[config.mk]
export PLATFORM = sky130hd
export DESIGN_NAME = seg7_display_ctrl
export DESIGN_NICKNAME = d
export VERILOG_FILES = /design/src/rtl/seg7_display_ctrl.sv
export SDC_FILE = /design/constraint.sdc
export NUM_CORES = 1
export LEC_CHECK = 0
export ABC_AREA = 1
export BUFFER_PORTS_ARGS = -buffer_cell sky130_fd_sc_hd__buf_2
export CORE_AREA = 2 2 161 163
export DETAILED_ROUTE_END_ITERATION = 7
export DIE_AREA = 0 0 163 165
export MAX_ROUTING_LAYER = met4
export PLACE_DENSITY = 0.79
export SLEW_MARGIN = 0
export SYNTH_ARGS = -nofsm -noshare
export SYNTH_HDL_FRONTEND = slang
export SYNTH_SLANG_ARGS = --single-unit
[constraint.sdc]
create_clock -name clk -period 5.65 [get_ports clk]
set_input_delay 0.565 -clock clk [delete_from_list [all_inputs] [get_ports clk]]
set_output_delay 0.565 -clock clk [all_outputs]
set_load 0.02 [all_outputs]
[src/rtl/seg7_display_ctrl.sv]
// -----------------------------------------------------------------------------
// seg7_display_ctrl
//
// Converts CHANNELS binary values into DIGITS-wide active-low 7-segment codes.
// A print request snapshots every channel, then each channel is converted in
// turn with a bit-serial double-dabble. The finished codes collect in a
// staging register that is copied to seg in one edge, so all channels change
// together and seg is stable between done pulses.
//
// Ports
//   clk     system clock, rising edge
//   rst_n   asynchronous active-low reset
//   print   conversion request, sampled every rising edge
//   values  packed inputs, channel k at [k*WIDTH +: WIDTH]
//   seg     packed codes, channel k digit d (d=0 units) at [(k*DIGITS+d)*7 +: 7]
//   busy    high while a conversion is in progress
//   done    one-cycle pulse on the edge that updates seg
//
// State   | meaning
// --------+-------------------------------------------------------------
// IDLE    | waiting for print (or a pending request); captures snapshot
// LOAD    | load channel magnitude and sign, clear BCD accumulator
// SHIFT   | double-dabble, one bit per cycle, down-counter times WIDTH
// STORE   | format the channel's codes into the staging register
// FINISH  | copy staging to seg, pulse done, drop busy
// -----------------------------------------------------------------------------
module seg7_display_ctrl #(
  parameter int CHANNELS = 3,
  parameter int DIGITS   = 2,
  parameter int WIDTH    = 32,
  parameter int SIGNED   = 0,
  parameter int BLANK    = 0
) (
  input  logic                         clk,
  input  logic                         rst_n,
  input  logic                         print,
  input  logic [WIDTH*CHANNELS-1:0]    values,
  output logic [7*DIGITS*CHANNELS-1:0] seg,
  output logic                         busy,
  output logic                         done
);

  // ceil(WIDTH*0.302)+1 BCD digits always hold a WIDTH-bit magnitude; widen
  // to DIGITS so the formatter can always index every displayed digit.
  localparam int BCD_CALC = (WIDTH * 302 + 999) / 1000 + 1;
  localparam int NBCD     = (BCD_CALC > DIGITS) ? BCD_CALC : DIGITS;
  localparam int CH_W     = (CHANNELS > 1) ? $clog2(CHANNELS) : 1;
  localparam int CNT_W    = $clog2(WIDTH);

  localparam logic [6:0] SEG_ZERO  = 7'b1000000;
  localparam logic [6:0] SEG_DASH  = 7'b0111111;
  localparam logic [6:0] SEG_BLANK = 7'b1111111;
  localparam logic [7*DIGITS*CHANNELS-1:0] SEG_RST = {(DIGITS*CHANNELS){SEG_ZERO}};

  typedef enum logic [2:0] {
    IDLE   = 3'd0,
    LOAD   = 3'd1,
    SHIFT  = 3'd2,
    STORE  = 3'd3,
    FINISH = 3'd4
  } state_t;

  state_t                         state;
  logic [WIDTH*CHANNELS-1:0]      snap;
  logic [7*DIGITS*CHANNELS-1:0]   staging;
  logic [WIDTH-1:0]               bin;
  logic [4*NBCD-1:0]              bcd;
  logic                           neg;
  logic [CNT_W-1:0]               cnt;
  logic [CH_W-1:0]                ch;
  logic                           pending;

  logic [WIDTH-1:0]               cur_val;
  logic [WIDTH-1:0]               cur_mag;
  logic                           cur_neg;
  logic [4*NBCD-1:0]              bcd_adj;
  logic [7*DIGITS-1:0]            store_codes;
  logic                           ovf;
  int                             lim;
  int                             msd;

  function automatic logic [6:0] seg_code(input logic [3:0] v);
    case (v)
      4'd0:    seg_code = 7'b1000000;
      4'd1:    seg_code = 7'b1111001;
      4'd2:    seg_code = 7'b0100100;
      4'd3:    seg_code = 7'b0110000;
      4'd4:    seg_code = 7'b0011001;
      4'd5:    seg_code = 7'b0010010;
      4'd6:    seg_code = 7'b0000010;
      4'd7:    seg_code = 7'b1111000;
      4'd8:    seg_code = 7'b0000000;
      4'd9:    seg_code = 7'b0010000;
      default: seg_code = SEG_BLANK;
    endcase
  endfunction

  // Two's complement negate of the most negative value yields 2^(WIDTH-1)
  // as an unsigned pattern, which is exactly the magnitude we want.
  always_comb begin
    cur_val = snap[ch*WIDTH +: WIDTH];
    cur_neg = (SIGNED != 0) && cur_val[WIDTH-1];
    cur_mag = cur_neg ? ((~cur_val) + WIDTH'(1)) : cur_val;
  end

  always_comb begin
    bcd_adj = bcd;
    for (int i = 0; i < NBCD; i++) begin
      if (bcd[i*4 +: 4] >= 4'd5)
        bcd_adj[i*4 +: 4] = bcd[i*4 +: 4] + 4'd3;
    end
  end

  // Formatter. lim is the number of digits available to the magnitude; a
  // negative value gives one of them up to the minus sign. msd is the highest
  // nonzero magnitude digit (0 when the value is zero), which places both the
  // blanking boundary and the minus sign when blanking is enabled.
  always_comb begin
    store_codes = '0;
    lim         = neg ? (DIGITS - 1) : DIGITS;
    ovf         = neg && (DIGITS == 1);
    msd         = 0;
    for (int i = 0; i < NBCD; i++) begin
      if (bcd[i*4 +: 4] != 4'd0) begin
        if (i >= lim)
          ovf = 1'b1;
        else
          msd = i;
      end
    end
    for (int d = 0; d < DIGITS; d++) begin
      if (ovf)
        store_codes[d*7 +: 7] = SEG_DASH;
      else if (neg && (((BLANK != 0) && (d == msd + 1)) ||
                       ((BLANK == 0) && (d == DIGITS - 1))))
        store_codes[d*7 +: 7] = SEG_DASH;
      else if ((BLANK != 0) && (d > msd))
        store_codes[d*7 +: 7] = SEG_BLANK;
      else
        store_codes[d*7 +: 7] = seg_code(bcd[d*4 +: 4]);
    end
  end

  always_ff @(posedge clk or negedge rst_n) begin
    if (!rst_n) begin
      state   <= IDLE;
      snap    <= '0;
      staging <= SEG_RST;
      seg     <= SEG_RST;
      bin     <= '0;
      bcd     <= '0;
      neg     <= 1'b0;
      cnt     <= '0;
      ch      <= '0;
      pending <= 1'b0;
      busy    <= 1'b0;
      done    <= 1'b0;
    end else begin
      done <= 1'b0;
      // Any number of requests during a run collapse into one follow-up run.
      if (busy && print)
        pending <= 1'b1;

      case (state)
        IDLE: begin
          if (print || pending) begin
            snap    <= values;
            busy    <= 1'b1;
            ch      <= '0;
            pending <= 1'b0;
            state   <= LOAD;
          end
        end

        LOAD: begin
          bin   <= cur_mag;
          neg   <= cur_neg;
          bcd   <= '0;
          cnt   <= CNT_W'(WIDTH - 1);
          state <= SHIFT;
        end

        SHIFT: begin
          bcd <= {bcd_adj[4*NBCD-2:0], bin[WIDTH-1]};
          bin <= {bin[WIDTH-2:0], 1'b0};
          if (cnt == '0)
            state <= STORE;
          else
            cnt <= cnt - CNT_W'(1);
        end

        STORE: begin
          staging[ch*7*DIGITS +: 7*DIGITS] <= store_codes;
          if (ch == CH_W'(CHANNELS - 1)) begin
            state <= FINISH;
          end else begin
            ch    <= ch + CH_W'(1);
            state <= LOAD;
          end
        end

        FINISH: begin
          seg   <= staging;
          done  <= 1'b1;
          busy  <= 1'b0;
          state <= IDLE;
        end

        default: state <= IDLE;
      endcase
    end
  end

endmodule

; Word-level counts from Yosys, hierarchy flattened
; Memories as Yosys holds them, arrays and structs flattened.
; Cells that the tools add are included.
[classes]
n_reduce_logical = 21
shift = 3
n_addsub = 14
muxes = 40
order_cmp = 11
n_eq_ne = 9
n_mul = 1
[op_table]
columns = op, n
row1 = variable part select 96 x 8 -> 32 bit, 1
row2 = one-hot mux 44 bit (2 select lines), 1
row3 = one-hot mux 32 bit (2 select lines), 1
row4 = >= comparator 4 x 3 -> 1 bit (second input constant), 11
row5 = bitwise mux 42 bit, 1
row6 = variable shift 14 x 34 -> 42 bit (first input constant), 1
row7 = variable part select 14 x 34 -> 42 bit, 1
row8 = adder 4 x 2 -> 4 bit (second input constant), 10
row9 = 2-to-1 mux 4 bit, 10
row10 = nonzero test 4 bit, 9
row11 = negator 6 -> 34 bit, 1
row12 = 2-to-1 mux 1 bit, 14
row13 = 2-to-1 mux 7 bit, 2
row14 = 2-to-1 mux 3 bit, 4
row15 = one-hot mux 3 bit (4 select lines), 1
row16 = one-hot mux 5 bit (2 select lines), 1
row17 = != test 2 bit (second input constant), 4
row18 = AND reduction 2 bit, 4
row19 = equality test 3 x 2 -> 1 bit (second input constant), 2
row20 = nonzero test 2 bit, 3
row21 = logical NOT 5 bit, 1
row22 = multiplier 2 x 3 -> 5 bit (second input constant), 1
row23 = 2-to-1 mux 5 bit, 1
row24 = subtractor 5 x 1 -> 5 bit (second input constant), 1
row25 = 12 further kinds, 13
[totals]
out_inout_bits = 44
n_memories = 2
in_bits = 99
regBits = 269
word_cells = 112
rom_bits = 224
[mem_list]
columns = name, words, width, read_ports, rd_ports_with_merged_regs, write_ports, line_no
row1 = (name not given), 16, 7, 1, 0, 0, 83  ; case (v)
row2 = (name not given), 16, 7, 1, 0, 0, 83

; Depth between registers and ports, before layout
; Gate-level depths: netlist (run 1).
[depth]
word_depth = 13
depth_mapped = 16
depth_no_buf = 15

; Worst setup path before layout (run 1)
; Ideal clock, no wire load.
[synth_path]
path_kind = reg2reg
from = register ch[0]
to = register staging[14]
required_time_ns = 5.528
period_less_slack_ns = 2.315
slack_ns = 3.335
stages_incl_launch_ff = 13
arrival_time_ns = 2.193
setup_ns = 0.122
cell_sequence = dfrtp_1 -> buf_2 -> inv_1 -> buf_4 -> clkbuf_1 -> ha_1 -> nor2_1 -> inv_1 -> nand2_2 -> inv_2 -> buf_2 -> o211ai_2 -> nand2_1
[synth_between]
elab_chain_cells = 4
elab_cells_between_ends = 5
cone_classes = 1 x add/sub / 1 x mul / 2 x shift / 1 x mux
[synth_lines]
columns = item, line_no
row1 = start: declaration, 70  ; logic [CH_W-1:0] ch;
row2 = start signal: assignment, 197  ; ch <= ch + CH_W'(1);
row3 = multiplier 2 x 3 -> 5 bit *, 193  ; staging[ch*7*DIGITS +: 7*DIGITS] <= store_codes;
row4 = negator 6 -> 34 bit *, 193
row5 = variable part select 14 x 34 -> 42 bit / variable shift 14 x 34 -> 42 bit (equally long branches), 193
row6 = bitwise mux 42 bit *, 193
row7 = end signal: indexed assignment, 193
row8 = end: declaration, 65  ; logic [7*DIGITS*CHANNELS-1:0] staging;
; Mark *: on every way between the ends. The rest lies on a longest branch, timed or not.
; A chain may end at the register's enable or synchronous reset.

; Worst setup path in the final report (run 1)
[layout_path]
from = register ch[1]
to = register staging[16]
; Same word-level chain as after synthesis.

==> flow_summary.json, run 1 <==
{
  "run_status": "finished, final reports clean",
  "floorplan.initialDensity_pct": 52.31,
  "worstSetupEndpointType": "flip-flop",
  "grt_pass1_vias": 10608,
  "cts_buffers": 29,
  "drc": 0,
  "ioPinCount": 143,
  "htree_num_levels": 1,
  "proportion_of_synthesized_area_in_mux_cells_pct": 0,
  "place.port_buffers": 142,
  "ys_seq_elements": 269,
  "die_height_um": 165,
  "synth_xor_xnor_area_share_pct": 0.6019,
  "main_combinational_cell_family_by_area_after_synthesis": "simple AND/OR/NAND/NOR gates",
  "r2r_slack_ns": 2.70,
  "clk_root_buffer_cell": "clkbuf_16",
  "rr_worst_depth": 8,
  "max_slew.worst_pin.slew_ns": 1.179,
  "route.vias.total": 11029,
  "number_of_distinct_standard_cells_referenced_by_the_synthesized_netlist": 43,
  "timing.fmax_mhz": 339.2,
  "crit_required_ns": 6.11,
  "synthesis.yosys.warnings": 0,
  "power-per-cell-area_nw_per_um2": 539.6,
  "routed_wire_length_per_instance_um": 15.14,
  "synth_adder_area_share_pct": 4.108,
  "globalRouteTotalUtil_pct": 23.85,
  "critical_path.startpoint": "ch[1]",
  "crit_path_max_incr_delay_ns": 0.58,
  "synthesis.nets": 1730,
  "reg_to_reg_critical_path_endpoint": "staging[16]",
  "detailed_routing_iteration_count_for_the_pre_antenna_repair_pass": 5,
  "drt.antenna.violating_nets": 0,
  "netlist_top_cells_count": "nand2_1, dfrtp_1, o21ai_0, inv_1, a21oi_1",
  "drv_slew": 0,
  "post_synth_main_area_contributors": "dfrtp_1, nand2_1, o21ai_0, a21oi_1, ha_1",
  "design.core.area_sq_um": 25040,
  "drv.max_cap_violation_count": 0,
  "timing.final.hold_violations": 0,
  "final_min_period_over_clock_period_pct": 52.18,
  "post_cts_setup_buffer_count": 0,
  "basic_gate_share_of_the_synthesized_area_counting_and_or_nand_and_nor_cells_pct": 21.62,
  "drt_iter0_drc": 838,
  "drive_gt1_share_pct": 15.05,
  "layout.area.seq_sq_um": 6746,
  "cp.arrival_ns": 3.41,
  "fillerInstances": 2208,
  "synth_compound_gate_area_share_pct": 14.79,
  "p_leak_nw": 7.554,
  "worstPathCellList": "buf_4, inv_1, ha_1, inv_2, nand2_1, nor3_4, nand3_1, o21ai_0",
  "antenna_violations_before_repair": 1,
  "multi_input_comb_area_sq_um": 5395,
  "crit-reg2reg-launch": "ch[1]",
  "cts_max_path_buffers": 3,
  "synthDominantCellAreaShare_pct": 49.11,
  "netlist_area_sq_um": 13100,
  "insertion_delay_ns": 0.56,
  "finish.net_count": 1835,
  "start_kind": "flip-flop",
  "critical_path_class": "flip-flop to flip-flop",
  "cts_sinks": 269,
  "flow.area_growth_from_synthesis_pct": 13.64,
  "synth_top_area_cell": "dfrtp_1",
  "floorplan.rows": 58,
  "hpwlAfterDp_mm": 20.89,
  "synthCells": 1588,
  "post_synth_edffs": 0,
  "worst_hold_path_type": "input pin to asynchronous set/reset pin",
  "synth_sequential_area_ratio_pct": 51.51,
  "yosys.cell_count.top_type": "nand2_1",
  "setup_slack_ns": 2.702,
  "fin_tns_setup_ns": 0,
  "clock_skews_ns": 0.01708,
  "die_x_um": 163,
  "grt_first_pass_wirelength_mm": 51.18,
  "cts_tree": "done",
  "clk_pin_slew_ns": 0.06,
  "routabilityCongestion": 0.9227,
  "placement.setup.worst_slack_ns": 2.787,
  "die-area_sq_um": 26900,
  "cts_hold_repair.buffers": 0,
  "globalRouteOverflowTotal": 0,
  "crit_path_max_fanout": 34,
  "async_reset_ff_share_pct": 100.0,
  "worst_ir_drop_vdd_mv": 0.3434,
  "crit_slowest_cell": "nor3_4",
  "drt_wl_total_mm": 30.97,
  "avgViaCountPerCell": 5.393,
  "final.min_clock_period_ns": 2.948,
  "dominantRegCellSynth": "dfrtp_1",
  "timing.max_slew.rel_slack_pct": 20.95,
  "grt_setup_unrepaired": "false",
  "grt_start_max_net_pins": 135,
  "setup_viols_final": 0,
  "post_cts_resize_count": 0,
  "postSynthAreaPerCell_sq_um": 8.247
}
## power breakdown
part,internal (mW),switching (mW)
combinational,0.987,2.27
clock,1.09,0.780
sequential,2.58,0.324
total,4.65,3.38
## worst max-delay path by stage
stage | depth (start not counted) | slack [ns] | to
after floorplan | 12 | 3.33 | staging[14]
after global placement | 8 | 2.91 | staging[14]
after detailed placement | 8 | 2.79 | staging[16]
after CTS | 8 | 2.74 | staging[16]
after global routing | 8 | 2.48 | staging[23]
final | 8 | 2.70 | staging[16]
## state kept, by name, indices dropped and copies added (netlist names), 2 cells and up
name     flops
bin         32
bcd         44
ch           2
cnt          5
snap        96
staging     42
state        3
seg         42
## metrics by stage
stage / util (%) / total power, mW / hold WS, ns / std cells / cell area (sq um)
6_report: 59.45 / 8.031 / 0.1164 / 2045 / 14880
5_1_grt: 59.45 / 8.620 / 0.1974 / 2045 / 14880
4_1_cts: 59.44 / 8.040 / 0.1785 / 2044 / 14880
3_5_place_dp: 55.67 / 6.140 / 0.4541 / 1992 / 13940
3_3_place_gp: 55.67 / 6.054 / 0.4514 / 1992 / 13940
2_1_floorplan: - / 5.333 / 0.2694 / 1588 / 13100
## critical path: cells and delay by family, from the launching register on
family | cells | cell delay, ns
buffers and inverters | 3 | 0.99
and+or+nand+nor | 3 | 0.95
adders and majority gates | 1 | 0.46
DFF | 1 | 0.32
AOI/OAI and AO/OA | 1 | 0.11
## logic make-up after synthesis
group	count (synthesis)
AO/OA/AOI/OAI	357
XOR/XNOR	9
adder cells (fa/ha/maj)	43
buffers and inverters	233
flip-flops	269
AND/OR/NAND/NOR	677
## metal layers
metal / up-vias / GRT usage, % / routed length, um
li1: 5384 / - / -
met2: 359 / 38.29 / 14550
met3: 54 / 2.712 / 1728
met4: 0 / 6.315 / 758
met5: - / - / 0
met1: 5232 / 32.59 / 13930
## layout by cell type, fill, tap and decap left out, drive strengths merged, types with 3 or more instances in the layout
master,n
xor2,9
o21ai,175
dfstp,12
a21oi,108
inv,154
o22ai,49
dfrtp,257
nand3,105
clkinv,6
ha,43
clkbuf,44
or2,4
o211ai,5
a31oi,3
nand2,487
nand4,5
a22oi,3
o32ai,9
buf,153
nor2,70
nor3,4
## area by class of cell
class,count,share of cell area [%]
Sequential cell,269,45.33
Tap cell,330,2.774
Antenna cell,1,0.01681
Inverter,154,3.901
Multi-Input combinational cell,1086,36.25
Timing Repair Buffer,153,5.397
Clock buffer,44,5.725
Clock inverter,8,0.6053
(Power assumes the default switching activity.)
==> inputs of run 2 (changes only) <==
- ABC_AREA: 1 -> 0
- CORE_AREA: 2 2 161 163 -> 2 2 159 161
- DIE_AREA: 0 0 163 165 -> 0 0 161 163
- clock period: 5.65 -> 2.8 ns (I/O delays scaled with it)
==> flow_summary.json, run 2 <==
{
  "run_status": "finished, final reports clean",
  "top_register": "snap",
  "grt_pass1_vias": 10203,
  "postSynthAreaPerCell_sq_um": 11.59,
  "cts_max_path_buffers": 3,
  "synth_top_area_cell": "dfrtp_1",
  "die_x_um": 161,
  "clock_skews_ns": 0.01045,
  "globalRouteTotalUtil_pct": 25.96,
  "largest_regs": "snap (96), bcd (44)",
  "power.switching_mw": 5.919,
  "cts_buffers": 29,
  "post_synth_edffs": 0,
  "post_cts_setup_buffer_count": 0,
  "main_combinational_cell_family_by_area_after_synthesis": "multiplexers",
  "synthesis.yosys.warnings": 0,
  "basic_gate_share_of_the_synthesized_area_counting_and_or_nand_and_nor_cells_pct": 8.328,
  "clk_pin_slew_ns": 0.06,
  "floorplan.initialDensity_pct": 51.82,
  "clk_root_buffer_cell": "clkbuf_16",
  "synthesis.nets": 1245,
  "avgViaCountPerCell": 5.830,
  "cts_sinks": 269,
  "place_area_sq_um": 13960,
  "synthCells": 1103,
  "power_frac_comb_pct": 38.4,
  "crit_path_max_fanout": 18,
  "number_of_distinct_standard_cells_referenced_by_the_synthesized_netlist": 69,
  "die_height_um": 163,
  "ys_seq_elements": 269,
  "grt_start_max_net_pins": 99,
  "setup_viols_final": 0,
  "max_slew.worst_pin.slew_ns": 0.7043,
  "timing.fmax_mhz": 392.0,
  "drt_wl_total_mm": 32.75,
  "timing.final.hold_violations": 0,
  "timing.max_slew.rel_slack_pct": 52.55,
  "worstSetupEndpointType": "flip-flop",
  "stdcell_count": 1693,
  "dp_cells": 1541,
  "synthDominantCellAreaShare_pct": 50.30,
  "insertion_delay_ns": 0.56,
  "detailed_routing_iteration_count_for_the_pre_antenna_repair_pass": 5,
  "routabilityCongestion": 0.9211,
  "post_synth_main_area_contributors": "dfrtp_1, mux2_2, ha_1, a21oi_1, mux2i_1",
  "multi_input_comb_area_sq_um": 5660,
  "internal-power_mw": 10.04,
  "flow.area_growth_from_synthesis_pct": 24.04,
  "drt_iter0_drc": 692,
  "drc": 0,
  "dominantRegCellSynth": "dfrtp_1",
  "drv_slew": 0,
  "floorplan.rows": 58,
  "start_kind": "flip-flop",
  "globalRouteOverflowTotal": 0,
  "largest_register_ffs": 96,
  "fin_tns_setup_ns": 0,
  "layout_commonest_cell": "dfrtp_1",
  "htree_num_levels": 1,
  "worst_hold_slack_ns": 0.3002,
  "drt.antenna.violating_nets": 0,
  "netlist_top_cells_count": "dfrtp_1, mux2_2, a21oi_1, nand2_1",
  "worst_ir_drop_vdd_mv": 0.6978,
  "crit_required_ns": 3.24,
  "synth_sequential_area_ratio_pct": 52.77,
  "final_min_period_over_clock_period_pct": 91.11,
  "hpwlAfterDp_mm": 19.56,
  "async_reset_ff_share_pct": 100.0,
  "critical_path_class": "flip-flop to flip-flop",
  "ioPinCount": 143,
  "fillerInstances": 1869,
  "cp.arrival_ns": 3.00,
  "worst_hold_path_type": "input pin to asynchronous set/reset pin",
  "die-area_sq_um": 26240,
  "route.vias.total": 9871,
  "layout.area.seq_sq_um": 6748,
  "proportion_of_synthesized_area_in_mux_cells_pct": 15.13,
  "routed_wire_length_per_instance_um": 19.34,
  "layout.cells.most_common_list": "dfrtp_1, buf_2, mux2_2",
  "grt_first_pass_wirelength_mm": 53.44,
  "utilization_pct": 64.27,
  "seqPwrFrac_pct": 38.3,
  "clockPowerShare_pct": 23.3,
  "synth_adder_area_share_pct": 4.208,
  "drive_gt1_share_pct": 28.82,
  "netlist_area_sq_um": 12780,
  "final_design_instance_area_without_fill_sq_um": 15860,
  "place.port_buffers": 142,
  "power-per-cell-area_nw_per_um2": 1006,
  "synth_xor_xnor_area_share_pct": 1.507,
  "antenna_violations_before_repair": 3,
  "grt_setup_unrepaired": "false",
  "finish.net_count": 1482,
  "yosys.cell_count.top_type": "dfrtp_1",
  "cts_tree": "done",
  "p_leak_nw": 7.109,
  "drv.max_cap_violation_count": 0,
  "power.switching_fraction_pct": 37.09,
  "synth_compound_gate_area_share_pct": 14.92,
  "final.min_clock_period_ns": 2.551,
  "design.core.area_sq_um": 24670
}
[run 2: cells by family (layout without fill, tap and decap cells)]
kind of cell / after synthesis / count (layout)
AND/OR/NAND/NOR: 198 / 198
flip-flops: 269 / 269
AO/OA/AOI/OAI: 296 / 296
other: 0 / 3
multiplexers: 176 / 176
XOR/XNOR: 22 / 22
adder cells (fa/ha/maj): 43 / 43
buffers and inverters: 99 / 356
[run 2: layout make-up]
type                    instances  area share [%]
repair buffers                272           12.56
well taps                     330           2.604
diodes                          3         0.04734
clock inverters                 9          0.6233
multi-input cells             735           35.70
clock buffers                  42           5.137
inverters                      33          0.7811
flip-flops and latches        269           42.55
[run 2: what timing repair did]
action,4_1_cts,5_1_grt
hold endpoints to repair,165,0
hold buffers,98,0
gates resized for setup,0,0
[run 2: metrics by stage]
step	power [mW]	worst slack, ns
global placement	11.66	0.3428
CTS	15.74	0.2437
floorplan	10.20	0.2264
detailed placement	11.91	0.2661
global route	16.81	0.07642
finish	15.96	0.2489
[run 2: worst paths after layout]
check / depth (start not counted) / endpoint / slack (ns) / startpoint
max reg2reg: 7 / staging[0] / 0.25 / bcd[12]
max: 7 / staging[0] / 0.25 / bcd[12]
min reg2reg: 2 / staging[10] / 0.49 / staging[10]
min: 2 / staging[30] / 0.30 / rst_n
max in group asynchronous: 3 / seg[20] / 1.71 / rst_n
min in group clk: 2 / staging[10] / 0.49 / staging[10]
[run 2: power groups by stage]
| stage | Clock [mW] | Combinational [mW] | Sequential (mW) |
|---|---|---|---|
| 2_1_floorplan | 0 | 4.35 | 5.85 |
| 4_1_cts | 3.73 | 5.98 | 6.03 |
| 3_5_place_dp | 0 | 5.82 | 6.09 |
| 5_1_grt | 3.94 | 6.64 | 6.23 |
| 3_3_place_gp | 0 | 5.67 | 6.00 |
| 6_report | 3.71 | 6.13 | 6.11 |
[run 2: per-layer routing]
metal  vias to the layer above  global-route usage, %  wire [um]
met2                       350                  44.58      16440
li1                       4519                      -          -
met4                         0                  8.198        962
met3                        76                  3.540       1641
met1                      4926                  32.08      13700
met5                         -                      -          0
[run 2: critical path, cell delays in order (launching register included)]
cell     delay (ns)
dfrtp_1        0.39
inv_1          0.13
ha_1           0.16
nor4b_2        0.29
and4_1         0.44
nand2_4        0.21
or4_1          0.54
a32o_1         0.27
==> inputs of run 3 (changes only) <==
- clock period: 2.8 -> 2.5 ns (I/O delays scaled with it)
==> flow_summary.json, run 3 (synthesized netlist as in run 2, its figures left out) <==
{
  "clock_skews_ns": 0.02587,
  "drive_gt1_share_pct": 29.86,
  "timing.final.hold_violations": 0,
  "worst_ir_drop_vdd_mv": 0.6930,
  "die_x_um": 161,
  "rr_worst_depth": 9,
  "layout_commonest_cell": "dfrtp_1",
  "drv.max_cap_violation_count": 0,
  "grt_pass1_vias": 10405,
  "antenna_violations_before_repair": 0,
  "clk_root_buffer_cell": "clkbuf_16",
  "p_leak_nw": 7.190,
  "cts_buffers": 28,
  "finish.net_count": 1493,
  "antenna-diode-count": 0,
  "die_height_um": 163,
  "placement.setup.worst_slack_ns": 0.02315,
  "grt.busiest_layer": "met2",
  "max_slew.worst_pin.slew_ns": 0.7127,
  "largest_register_ffs": 96,
  "multi_input_comb_area_sq_um": 5677,
  "floorplan.initialDensity_pct": 51.82,
  "globalRouteOverflowTotal": 0,
  "largest_regs": "snap (96), bcd (44)",
  "met2_usage_pct": 44.07,
  "worstSetupEndpointType": "flip-flop",
  "final_min_period_over_clock_period_pct": 95.79,
  "start_kind": "flip-flop",
  "final_design_instance_area_without_fill_sq_um": 16020,
  "place_area_sq_um": 14040,
  "groute.layer.met1.usage_pct": 32.25,
  "htree_num_levels": 1,
  "run_status": "finished, final reports clean",
  "detailed_routing_iteration_count_for_the_pre_antenna_repair_pass": 5,
  "routed_wire_length_per_instance_um": 19.26,
  "crit-reg2reg-launch": "bcd[12]",
  "grt_setup_unrepaired": "true",
  "cts_tree": "done",
  "reg_to_reg_critical_path_endpoint": "staging[32]",
  "hpwlAfterDp_mm": 19.91,
  "design.core.area_sq_um": 24670,
  "crit_path_max_fanout": 7,
  "flow.area_growth_from_synthesis_pct": 25.29,
  "avgViaCountPerCell": 5.826,
  "worst_hold_path_type": "input pin to asynchronous set/reset pin",
  "power-per-cell-area_nw_per_um2": 1133,
  "setup_slack_ns": 0.1052,
  "timing.fmax_mhz": 417.6,
  "stdcell_count": 1703,
  "setup_viols_final": 0,
  "cp.arrival_ns": 2.84,
  "grt_start_max_net_pins": 74,
  "fin_tns_setup_ns": 0,
  "ioPinCount": 143,
  "utilization_pct": 64.92,
  "fillerInstances": 1849,
  "drt_iter0_drc": 763,
  "drv_slew": 0,
  "drc": 0,
  "crit_required_ns": 2.94,
  "top_register": "snap",
  "route.vias.total": 9921,
  "timing.max_slew.rel_slack_pct": 52.49,
  "final.min_clock_period_ns": 2.395,
  "drt.antenna.violating_nets": 0,
  "dp_cells": 1551,
  "grt_util_met3_pct": 4.023,
  "cts_sinks": 269,
  "grt_first_pass_wirelength_mm": 54.06,
  "cts_max_path_buffers": 3,
  "routabilityCongestion": 0.9540,
  "floorplan.rows": 58,
  "layout.area.seq_sq_um": 6748,
  "die-area_sq_um": 26240,
  "critical_path_class": "flip-flop to flip-flop",
  "r2r_slack_ns": 0.11,
  "layout.cells.most_common_list": "dfrtp_1, buf_2, mux2_2",
  "insertion_delay_ns": 0.57,
  "clk_pin_slew_ns": 0.07,
  "globalRouteTotalUtil_pct": 26.24,
  "place.port_buffers": 142,
  "drt_wl_total_mm": 32.80
}
[run 3: changes by cell type in the layout (fill, tap and decap cells not counted), moves of 2 or more]
| cell | previous run | this run |
|---|---|---|
| bufinv_16 | 1 | 3 |
| and4_2 | 0 | 2 |
| diode_2 | 3 | 0 |
| buf_4 | 28 | 39 |
| and4_1 | 3 | 1 |
| clkinv_4 | 2 | 0 |
[run 3: report_power, final]
part           switching, mW  total (mW)  internal [mW]
Sequential             0.988        6.84           5.85
Clock                   1.77        4.32           2.55
Combinational           3.86        6.99           3.13
Total                   6.62        18.1           11.5
[run 3: routing by layer]
layer,routed length (um),up-vias,part of all wire (%)
li1,-,4536,-
met1,13470,4941,41
met2,16410,337,50
met3,1673,107,5.1
met4,1253,0,3.8
met5,0,-,0
[run 3: critical path, stage by stage (launching register included)]
cell and delay [ns]:
dfrtp_1 0.40, inv_1 0.15, ha_1 0.18, nor4b_2 0.23, nand4_1 0.17, buf_4 0.20
nor3_1 0.34, buf_4 0.20, o221ai_1 0.17, a22o_1 0.24
[run 3: repair_timing]
item,4_1_cts,5_1_grt
hold buffers,98,0
buffers inserted,0,2
hold endpoints to repair,160,0
pin swaps,0,1
cloned,0,0
gates resized for setup,1,4
endpoints found under the setup margin,2,9
[run 3: worst max-delay path by stage]
stage                       start  cells past startpoint     endpoint  slack [ns]
after global placement     bcd[8]                      7   staging[2]        0.20
after floorplan             ch[0]                     10  staging[12]       0.004
after global routing      bcd[12]                      8  staging[31]     -0.0003
after detailed placement   bcd[8]                      7  staging[31]        0.02
after CTS                  bcd[8]                      7  staging[38]        0.06
final                     bcd[12]                      9  staging[32]        0.11
[run 3: cell type report]
class | count | share of cell area [%]
Timing Repair Buffer | 284 | 13.08
Clock inverter | 10 | 0.9920
Inverter | 33 | 0.7733
Sequential cell | 269 | 42.13
Clock buffer | 42 | 5.015
Tap cell | 330 | 2.578
Multi-Input combinational cell | 735 | 35.44
[run 3: through the flow]
step / power (mW) / hold slack (ns)
after floorplan: 11.43 / -0.04559
after global placement: 13.19 / 0.2556
after detailed placement: 13.46 / 0.2602
after CTS: 17.91 / 0.2807
after global routing: 19.20 / 0.3092
final: 18.15 / 0.2551
